==> src/rtl/icache_pkg.sv <==
// Shared types and address helpers for the instruction-cache miss controller.
// Geometry defaults match the 128 x 64-bit direct-mapped array.
package icache_pkg;

   localparam int ICACHE_IDX_W    = 7;
   localparam int ICACHE_TAG_W    = 22;
   localparam int ICACHE_MEMTAG_W = 4;

   typedef enum logic [1:0] {
      BUS_NONE  = 2'd0,
      BUS_LOAD  = 2'd1,
      BUS_STORE = 2'd2
   } bus_cmd_e;

   typedef enum logic [1:0] {
      IDLE,
      REQ,
      WAIT
   } state_e;

   // Field extractors return the field right-justified; callers cast to width.
   function automatic logic [63:0] addr_idx(input logic [63:0] addr, input int idx_w);
      return (addr >> 3) & ((64'd1 << idx_w) - 64'd1);
   endfunction

   function automatic logic [63:0] addr_tag(input logic [63:0] addr, input int idx_w,
                                            input int tag_w);
      return (addr >> (3 + idx_w)) & ((64'd1 << tag_w) - 64'd1);
   endfunction

   function automatic logic [63:0] addr_align(input logic [63:0] addr);
      return {addr[63:3], 3'b000};
   endfunction

endpackage

==> src/rtl/icache_ctrl.sv <==
// Blocking miss controller: combinational hit path, one outstanding BUS_LOAD,
// single-cycle array fill when the tagged response returns.
module icache_ctrl
   import icache_pkg::*;
#(
   parameter int IDX_W    = ICACHE_IDX_W,
   parameter int TAG_W    = ICACHE_TAG_W,
   parameter int MEMTAG_W = ICACHE_MEMTAG_W
) (
   input  logic                clock,
   input  logic                reset,
   input  logic                proc2Icache_valid,
   input  logic [63:0]         proc2Icache_addr,
   output logic [63:0]         Icache_data_out,
   output logic                Icache_valid_out,
   output logic [IDX_W-1:0]    rd_idx,
   output logic [TAG_W-1:0]    rd_tag,
   input  logic [63:0]         cachemem_data,
   input  logic                cachemem_valid,
   output logic                wr_en,
   output logic [IDX_W-1:0]    wr_idx,
   output logic [TAG_W-1:0]    wr_tag,
   output logic [63:0]         wr_data,
   output logic [1:0]          proc2mem_command,
   output logic [63:0]         proc2mem_addr,
   input  logic [MEMTAG_W-1:0] mem2proc_response,
   input  logic [MEMTAG_W-1:0] mem2proc_tag,
   input  logic [63:0]         mem2proc_data,
   output logic [31:0]         miss_count
);

   state_e                r_state;
   state_e                w_next_state;
   logic [63:0]           r_pending_addr;
   logic [MEMTAG_W-1:0]   r_pending_memtag;
   logic [31:0]           r_miss_count;

   logic [63:0]           w_addr_aligned;
   logic                  w_miss;
   logic                  w_grant;
   logic                  w_withdraw;
   logic                  w_fill;

   assign w_addr_aligned   = addr_align(proc2Icache_addr);
   assign rd_idx           = IDX_W'(addr_idx(proc2Icache_addr, IDX_W));
   assign rd_tag           = TAG_W'(addr_tag(proc2Icache_addr, IDX_W, TAG_W));
   assign Icache_valid_out = proc2Icache_valid & cachemem_valid;
   assign Icache_data_out  = cachemem_data;

   assign w_miss     = proc2Icache_valid & ~cachemem_valid;
   assign w_grant    = (mem2proc_response != '0);
   assign w_withdraw = ~proc2Icache_valid | (w_addr_aligned != r_pending_addr);
   // A zero pending tag never matches, so stale returns after reset are dropped.
   assign w_fill     = (r_state == WAIT) && (r_pending_memtag != '0) &&
                       (mem2proc_tag == r_pending_memtag);

   // NOTE: sequential state uses non-blocking assignments so every register
   // samples pre-edge values regardless of process evaluation order.
   always_ff @(posedge clock) begin
      if (reset) r_state <= IDLE;
      else       r_state <= w_next_state;
   end

   // NOTE: every combinational output gets a default first, so no path can
   // leave it unassigned and infer a latch.
   always_comb begin
      w_next_state = r_state;
      case (r_state)
         IDLE:    if (w_miss) w_next_state = REQ;
         REQ: begin
            if (w_grant)         w_next_state = WAIT;
            else if (w_withdraw) w_next_state = IDLE;
         end
         WAIT:    if (w_fill) w_next_state = IDLE;
         default: w_next_state = IDLE;
      endcase
   end

   always_comb begin
      proc2mem_command = BUS_NONE;
      wr_en            = 1'b0;
      case (r_state)
         REQ:     proc2mem_command = BUS_LOAD;
         WAIT:    wr_en = w_fill;
         default: ;
      endcase
   end

   always_ff @(posedge clock) begin
      if (reset) begin
         r_pending_addr   <= '0;
         r_pending_memtag <= '0;
         r_miss_count     <= '0;
      end else begin
         if (r_state == IDLE && w_miss) r_pending_addr <= w_addr_aligned;
         if (r_state == REQ && w_grant) begin
            r_pending_memtag <= mem2proc_response;
            r_miss_count     <= r_miss_count + 32'd1;
         end else if (w_fill) begin
            r_pending_memtag <= '0;
         end
      end
   end

   assign proc2mem_addr = r_pending_addr;
   assign wr_idx        = IDX_W'(addr_idx(r_pending_addr, IDX_W));
   assign wr_tag        = TAG_W'(addr_tag(r_pending_addr, IDX_W, TAG_W));
   assign wr_data       = mem2proc_data;
   assign miss_count    = r_miss_count;

endmodule

==> config.mk <==
export PLATFORM = sky130hd
export DESIGN_NAME = icache_ctrl
export DESIGN_NICKNAME = d
export VERILOG_FILES = /design/src/rtl/icache_pkg.sv /design/src/rtl/icache_ctrl.sv
export SDC_FILE = /design/constraint.sdc
export NUM_CORES = 1
export LEC_CHECK = 0
export CORE_AREA = 2 2 193 195
export DETAILED_ROUTE_END_ITERATION = 6
export DIE_AREA = 0 0 195 197
export GPL_TIMING_DRIVEN = 1
export PLACE_DENSITY_LB_ADDON = 0.1
export SYNTH_ARGS = -nofsm -noshare
export SYNTH_HDL_FRONTEND = slang
export SYNTH_SLANG_ARGS = --single-unit
export TNS_END_PERCENT = 5
==> constraint.sdc <==
create_clock -name clock -period 6.4 [get_ports clock]
set_input_delay 0.64 -clock clock [delete_from_list [all_inputs] [get_ports clock]]
set_output_delay 0.64 -clock clock [all_outputs]
set_load 0.01 [all_outputs]
==> implementation parameters, run 1 <==
Parameter                              Value

Logic synthesis
  Most frequently used cell type in the post-synthesis netlist    sky130_fd_sc_hd__buf_4
  Sequential-to-total area share from yosys stat    between 30% and 40%
  Synth Instances    between 700 and 800
  Leading register cell type out of synthesis    sky130_fd_sc_hd__dfxtp_1
  Number of enable flip-flop cells after synthesis    0
  Post-synthesis register bit count    between 90 and 100
  Warning count from the yosys run    0
  Avg Synthesized Cell Area    roughly 8 sq um
  Biggest area contributors in the synthesized netlist    sky130_fd_sc_hd__dfxtp_1 (33%), sky130_fd_sc_hd__buf_4 (24%), sky130_fd_sc_hd__xnor2_1 (11%), sky130_fd_sc_hd__nand2_1 (8.5%), sky130_fd_sc_hd__a21oi_1 (6.0%)
  Cell type contributing the most total cell area after synthesis    sky130_fd_sc_hd__dfxtp_1
  Cell variety after synth    40
  Post-synthesis instance area    about 6000 sq um
  Most used standard cells in the synthesized netlist    sky130_fd_sc_hd__buf_4 (191), sky130_fd_sc_hd__nand2_1 (135), sky130_fd_sc_hd__dfxtp_1 (99)
  Fraction of synthesized cell area taken by the top area cell type    33.17%
  Share of synthesized registers carrying an async set or reset    0%

STA
  Min Clock Period, post-route    between 3000 and 4000 ps
  Final number of hold-violating endpoints    0
  Highest Clock Rate    between 0.3 and 0.4 GHz
  Final-report max-slew violation count    0
  Setup TNS Final    0 ps
  Clk_skew    4.421 ps
  Final worst-path setup slack    between 3000 and 4000 ps
  Hold Worst Slack    approximately 480 ps
  Worst Tran Pin Value    about 880 ps
  Final setup violation count    0
  Unrepaired setup endpoints after global routing    no
  Max transition margin    40.89%
  Fraction of the cycle the final worst path needs    a little under 50%

Setup path
  Kind of critical path    in -> out
  Critical-path maximum fanout    7
  Arrival time worst endpoint    between 2000 and 2500 ps
  Start of the worst register-to-register path    r_state[0]$_SDFFE_PP0P_
  Worst reg-to-reg setup slack    3730 ps
  Sort of element at the end of the critical path    primary output
  Data required, critical path    around 5800 ps
  Kind of start point of the critical path    primary input
  Launch point of the worst path    mem2proc_tag[2]

Final layout
  Number of nets in the finished design    981
  Area growth from synthesis to layout    28.04%
  Share of post-route cells with drive strength above 1    3.969%
  Final Non-Filler Cells    approximately 1200
  Layout Utilization    a little over a fifth
  Count of inserted antenna diode cells    0

GRT
  Global routing met1 resource utilization    roughly an eighth
  Met2 global-route usage    between 15 and 20%
  Gr usage total    roughly 11%
  Met3 track utilization from global routing    approximately 4.7%
  Global-route wire length before repair    around 31 mm
  Residual overflow from global routing    0
  Top Usage Layer GRT    met2
  Initial antenna violation count    0
  Maximum number of pins on one net before global-route repair    62
  Via count of the first global-routing pass    between 4000 and 5000

Worst hold path
  Hold path startpoint    proc2mem_addr[60]$_SDFFE_PP0P_
  Worst min-delay path category    reg -> reg

Place
  Port-buffer cells    roughly 230
  Instance count after placement with tap cells included    ~1200
  Post-place setup slack    2979 ps
  Detail Placement HPWL    15.48 mm
  Weighted congestion reported at the end of routability-driven placement    about 0.68

Drt
  DR pass1 iterations    4
  Iteration-0 DRC Markers    about 160
  DRC violation count after routing    0
  Via count    4683
  Vias per Instance    between 3 and 4
  Routed wire per std cell    about 17 um
  Total Routed Length    21.14 mm
  Number of nets with antenna violations after routing    0

CTS
  Clock transition time at the flip-flop clock pins of the worst setup and hold paths    roughly 70 ps
  CTS max path bufs    2
  Count of hold buffers inserted by post-cts repair    0
  Clock insertion delay at the later pin of the skew report    between 300 and 400 ps
  # Post-CTS Setup Buffers    0
  Num Clock Sinks    between 90 and 100
  Number of buffers inserted during clock tree synthesis    9
  Cell chosen for the clock root    sky130_fd_sc_hd__clkbuf_16
  Total of cells resized after clock tree synthesis    0
  H-tree level count    3
  Clock tree from TritonCTS    yes

Die
  Std-Cell Rows    70
  Die boundary width    195 um
  Initial Util    between 10% and 20%
  Die height    between 150 and 200 um
  Area inside the core boundary    36260 sq um
  Num ports    just under 500
  Overall die area    38420 sq um

Power and ir drop
  Maximum vdd ir drop    0.1210 mV
  Power density relative to cell area    205.3 nW/um^2
  Leak    2.382 nW

Run
  Max cap viols    0

Outcome
  Outcome    completed
cell type report:
class | instances | area (sq um)
multi-input combinational | 426 | 2436
tap | 468 | 585.6
inverter | 9 | 33.78
clock buffer | 13 | 270.3
clock inverter | 3 | 45.04
sequential | 99 | 1982
fill | 4079 | 28610
timing repair buffer | 231 | 2297
stage by stage:
step	total power, mW	cell area [sq um]
after floorplan	0.9090	5986
final	1.571	7650
after global routing	1.665	7650
after global placement	0.9868	7335
after detailed placement	0.9845	7335
after CTS	1.621	7650
cells in the final DEF (no fill, tap or decap), types with 2 or more instances in the layout:
cell	Yosys	final
sky130_fd_sc_hd__clkdlybuf4s50_1	0	225
sky130_fd_sc_hd__nand2_1	135	135
sky130_fd_sc_hd__dfxtp_1	99	99
sky130_fd_sc_hd__xnor2_1	78	78
sky130_fd_sc_hd__a21oi_1	72	72
sky130_fd_sc_hd__nor2_1	29	28
sky130_fd_sc_hd__nand4_1	20	20
sky130_fd_sc_hd__nor3_1	9	9
sky130_fd_sc_hd__inv_1	9	9
sky130_fd_sc_hd__nor4_1	9	9
sky130_fd_sc_hd__o21ai_0	9	9
sky130_fd_sc_hd__or3_1	9	9
sky130_fd_sc_hd__clkbuf_16	0	9
sky130_fd_sc_hd__nand3_1	8	8
sky130_fd_sc_hd__xor2_1	6	6
sky130_fd_sc_hd__buf_4	191	6
sky130_fd_sc_hd__a32oi_1	4	4
sky130_fd_sc_hd__conb_1	1	4
sky130_fd_sc_hd__nor2b_1	3	3
sky130_fd_sc_hd__or4_1	3	3
sky130_fd_sc_hd__and3_1	3	3
sky130_fd_sc_hd__clkbuf_8	0	3
sky130_fd_sc_hd__and2_1	2	2
sky130_fd_sc_hd__nand2b_1	2	2
sky130_fd_sc_hd__or2_2	2	2
sky130_fd_sc_hd__and4_4	2	2
sky130_fd_sc_hd__nand4_4	2	2
sky130_fd_sc_hd__a211oi_1	2	2
sky130_fd_sc_hd__clkinvlp_4	0	2
worst max-delay path, cell delays in order:
cell                              delay [ps]
sky130_fd_sc_hd__clkdlybuf4s50_1         480
sky130_fd_sc_hd__xnor2_1                 130
sky130_fd_sc_hd__o2111a_1                200
sky130_fd_sc_hd__o2111ai_1               320
sky130_fd_sc_hd__inv_1                   130
sky130_fd_sc_hd__clkdlybuf4s50_1         560
sequential cells by signal (all words and copies together), names as in the netlist:
name,cells
r_pending_memtag,4
r_state,2
miss_count,32
proc2mem_addr,61
path summary, 6_finish.rpt:
check | depth (start not counted) | endpoint
worst max-delay path | 6 | wr_en
worst max register to register | 6 | miss_count[26]$_SDFFE_PP0P_
worst min-delay path | 2 | proc2mem_addr[60]$_SDFFE_PP0P_
worst min register to register | 2 | proc2mem_addr[60]$_SDFFE_PP0P_
logic make-up after synthesis:
family	synth area share, %
adder cells (fa/ha/maj)	0.2094
XOR/XNOR	12.31
buffers and inverters	26.37
AND/OR/NAND/NOR	19.29
other	0.06277
multiplexers	0.2512
AO/OA/AOI/OAI	8.335
flip-flops	33.17
routing by layer:
layer / up-vias / wire length [um]
li1: 2323 / -
met1: 2121 / 8608
met2: 187 / 10150
met3: 52 / 1769
met4: 0 / 615
met5: - / 0
power breakdown:
part | internal, mW | total, mW | switching (mW) | leakage (nW)
Combinational | 0.156 | 0.293 | 0.136 | 1.43
Clock | 0.336 | 0.609 | 0.273 | 0.148
Sequential | 0.640 | 0.668 | 0.0281 | 0.804
Total | 1.13 | 1.57 | 0.438 | 2.38
No activity file was read; power rests on OpenSTA's default activity.
==> run 2, diff against run 1 <==
Settings changed: CORE_AREA 2 2 193 195 to 2 2 190 192, DIE_AREA 0 0 195 197 to 0 0 192 194.
Clock period 6.4 ns to 2.87 ns, I/O delays scaled along.
==> run 2 against run 1 <==
Net effect: global-route usage rose by 0.22 points; power is 120% higher; hold slack got worse by 35 ps; first-iteration DRC count is 8.2% higher; critical path depth shrank 1; sequential cell count stayed put; die area is 3.0% lower; non-clock buffer count up 6; wire length is 0.79% lower; largest power group unchanged; highest routed layer is now met5.
==> implementation parameters, run 2 (same netlist as run 1, synthesis figures left out) <==
Parameter                              Value

STA
  Final-report max-slew violation count    0
  Clk_skew    around 6.0 ps
  Max transition margin    49.79%
  Setup TNS Final    0 ps
  Final setup violation count    0
  Unrepaired setup endpoints after global routing    no
  Final number of hold-violating endpoints    0
  Min Clock Period, post-route    2323 ps
  Highest Clock Rate    around 0.43 GHz
  Worst Tran Pin Value    ~750 ps
  Fraction of the cycle the final worst path needs    roughly 80%

Final layout
  Commonest non-fill, non-tap cell in the layout    sky130_fd_sc_hd__clkdlybuf4s50_1
  Number of flip-flops in the largest register    61
  Number of nets in the finished design    a little under 1000
  Share of post-route cells with drive strength above 1    approximately 4.5%
  Layout Utilization    between 20% and 30%
  Count of inserted antenna diode cells    0
  Area growth from synthesis to layout    28.88%
  Commonest cells after routing, fill and taps aside    sky130_fd_sc_hd__clkdlybuf4s50_1 (225), sky130_fd_sc_hd__nand2_1 (135), sky130_fd_sc_hd__dfxtp_1 (99), sky130_fd_sc_hd__xnor2_1 (78), sky130_fd_sc_hd__a21oi_1 (72)

Worst hold path
  Depth of the worst hold-timing path    2
  Hold-critical path endpoint    miss_count[9]$_SDFFE_PP0P_
  Worst min-delay path category    in -> reg
  Hold path startpoint    reset

Place
  Port-buffer cells    about 230
  Weighted congestion reported at the end of routability-driven placement    between 0.6 and 0.7
  Detail Placement HPWL    between 15 and 20 mm

GRT
  Via count of the first global-routing pass    between 4000 and 5000
  Residual overflow from global routing    0
  Gr usage total    ~11%
  Initial antenna violation count    1
  Maximum number of pins on one net before global-route repair    60
  Global-route wire length before repair    between 30 and 40 mm

Drt
  Vias per Instance    roughly 3.8
  Routed wire per std cell    between 15 and 20 um
  Via count    about 4700
  Total Routed Length    approximately 21 mm
  Number of nets with antenna violations after routing    0
  Iteration-0 DRC Markers    ~170
  DR pass1 iterations    4
  DRC violation count after routing    0

CTS
  Clock insertion delay at the later pin of the skew report    between 300 and 400 ps
  # Post-CTS Setup Buffers    0
  Count of hold buffers inserted by post-cts repair    0
  Number of buffers inserted during clock tree synthesis    9
  Num Clock Sinks    99
  CTS max path bufs    2
  Total of cells resized after clock tree synthesis    0
  Cell chosen for the clock root    sky130_fd_sc_hd__clkbuf_16
  Clock transition time at the flip-flop clock pins of the worst setup and hold paths    70 ps
  H-tree level count    3
  Clock tree from TritonCTS    yes

Die
  Area inside the core boundary    35220 sq um
  Std-Cell Rows    slightly below 70
  Num ports    around 500
  Overall die area    about 37000 sq um
  Die height    194 um
  Die boundary width    about 190 um
  Initial Util    between 15 and 20%

Power and ir drop
  Power density relative to cell area    between 400 and 500 nW/um^2
  Leak    about 2.4 nW
  Maximum vdd ir drop    between 0.2 and 0.3 mV

Run
  Max cap viols    0

Setup path
  Kind of critical path    reg -> reg
  Reg2Reg Capture Point    miss_count[26]$_SDFFE_PP0P_
  Worst reg-to-reg setup slack    roughly 550 ps
  Kind of start point of the critical path    flip-flop
  Number of cell instances on the worst register-to-register path    5
  Critical-path maximum fanout    8
  Start of the worst register-to-register path    r_state[0]$_SDFFE_PP0P_
  Arrival time worst endpoint    about 2600 ps
  Data required, critical path    roughly 3200 ps
  Sort of element at the end of the critical path    flip-flop

Outcome
  Outcome    completed
run 2: cell count changes in the layout (fill, tap and decap cells not counted):
cell	previous run	this run
sky130_fd_sc_hd__buf_12	0	2
sky130_fd_sc_hd__clkinv_2	0	1
sky130_fd_sc_hd__clkinvlp_4	2	0
sky130_fd_sc_hd__bufinv_16	1	2
sky130_fd_sc_hd__clkbuf_8	3	1
sky130_fd_sc_hd__buf_4	6	10
sky130_fd_sc_hd__clkbuf_1	1	0
run 2: final cells by class:
| type | count | area (sq um) |
|---|---|---|
| Fill cell | 3871 | 27520 |
| Multi-Input combinational cell | 426 | 2436 |
| Timing Repair Buffer | 237 | 2367 |
| Sequential cell | 99 | 1982 |
| Tap cell | 461 | 576.8 |
| Clock buffer | 10 | 239.0 |
| Clock inverter | 3 | 65.06 |
| Inverter | 9 | 33.78 |
run 2: stage by stage:
step | instances | power [mW] | setup slack (ps) | cell area [sq um] | hold slack [ps]
2_1_floorplan | 753 | 2.027 | 641.6 | 5986 | 419.5
3_3_place_gp | 1232 | 2.204 | 288.4 | 7396 | 474.7
3_5_place_dp | 1232 | 2.202 | 249.2 | 7396 | 478.4
4_1_cts | 1245 | 3.633 | 505.4 | 7700 | 441.4
5_1_grt | 1245 | 3.726 | 353.8 | 7700 | 450.2
6_report | 1245 | 3.513 | 546.9 | 7700 | 445.6
run 2: routing by layer:
metal	vias up	global-route usage (%)	wire, um
met5	-	0	13
met4	2	5.202	723
met2	215	17.44	9572
met3	56	5.339	2213
li1	2322	-	-
met1	2136	12.67	8451
run 2: worst max path at each step:
stage	slack [ps]	to	cells past startpoint	startpoint
floorplan	640	miss_count[31]$_SDFFE_PP0P_	6	miss_count[10]$_SDFFE_PP0P_
global placement	290	r_state[0]$_SDFFE_PP0P_	7	mem2proc_response[1]
detailed placement	250	r_state[0]$_SDFFE_PP0P_	7	proc2Icache_addr[6]
CTS	510	miss_count[26]$_SDFFE_PP0P_	5	r_state[0]$_SDFFE_PP0P_
global route	350	miss_count[26]$_SDFFE_PP0P_	5	r_state[0]$_SDFFE_PP0P_
finish	550	miss_count[26]$_SDFFE_PP0P_	5	r_state[0]$_SDFFE_PP0P_
run 2: report_power, final:
part | switching (mW) | leakage [nW] | internal (mW)
logic | 0.304 | 1.47 | 0.355
registers | 0.0632 | 0.804 | 1.43
clock network | 0.589 | 0.150 | 0.774
run 2: critical path, cell delays in order (launching register included):
cell	delay, ps
sky130_fd_sc_hd__dfxtp_1	430
sky130_fd_sc_hd__nor2b_1	380
sky130_fd_sc_hd__nand4_1	260
sky130_fd_sc_hd__or4_1	690
sky130_fd_sc_hd__or3_1	350
sky130_fd_sc_hd__a21oi_1	140
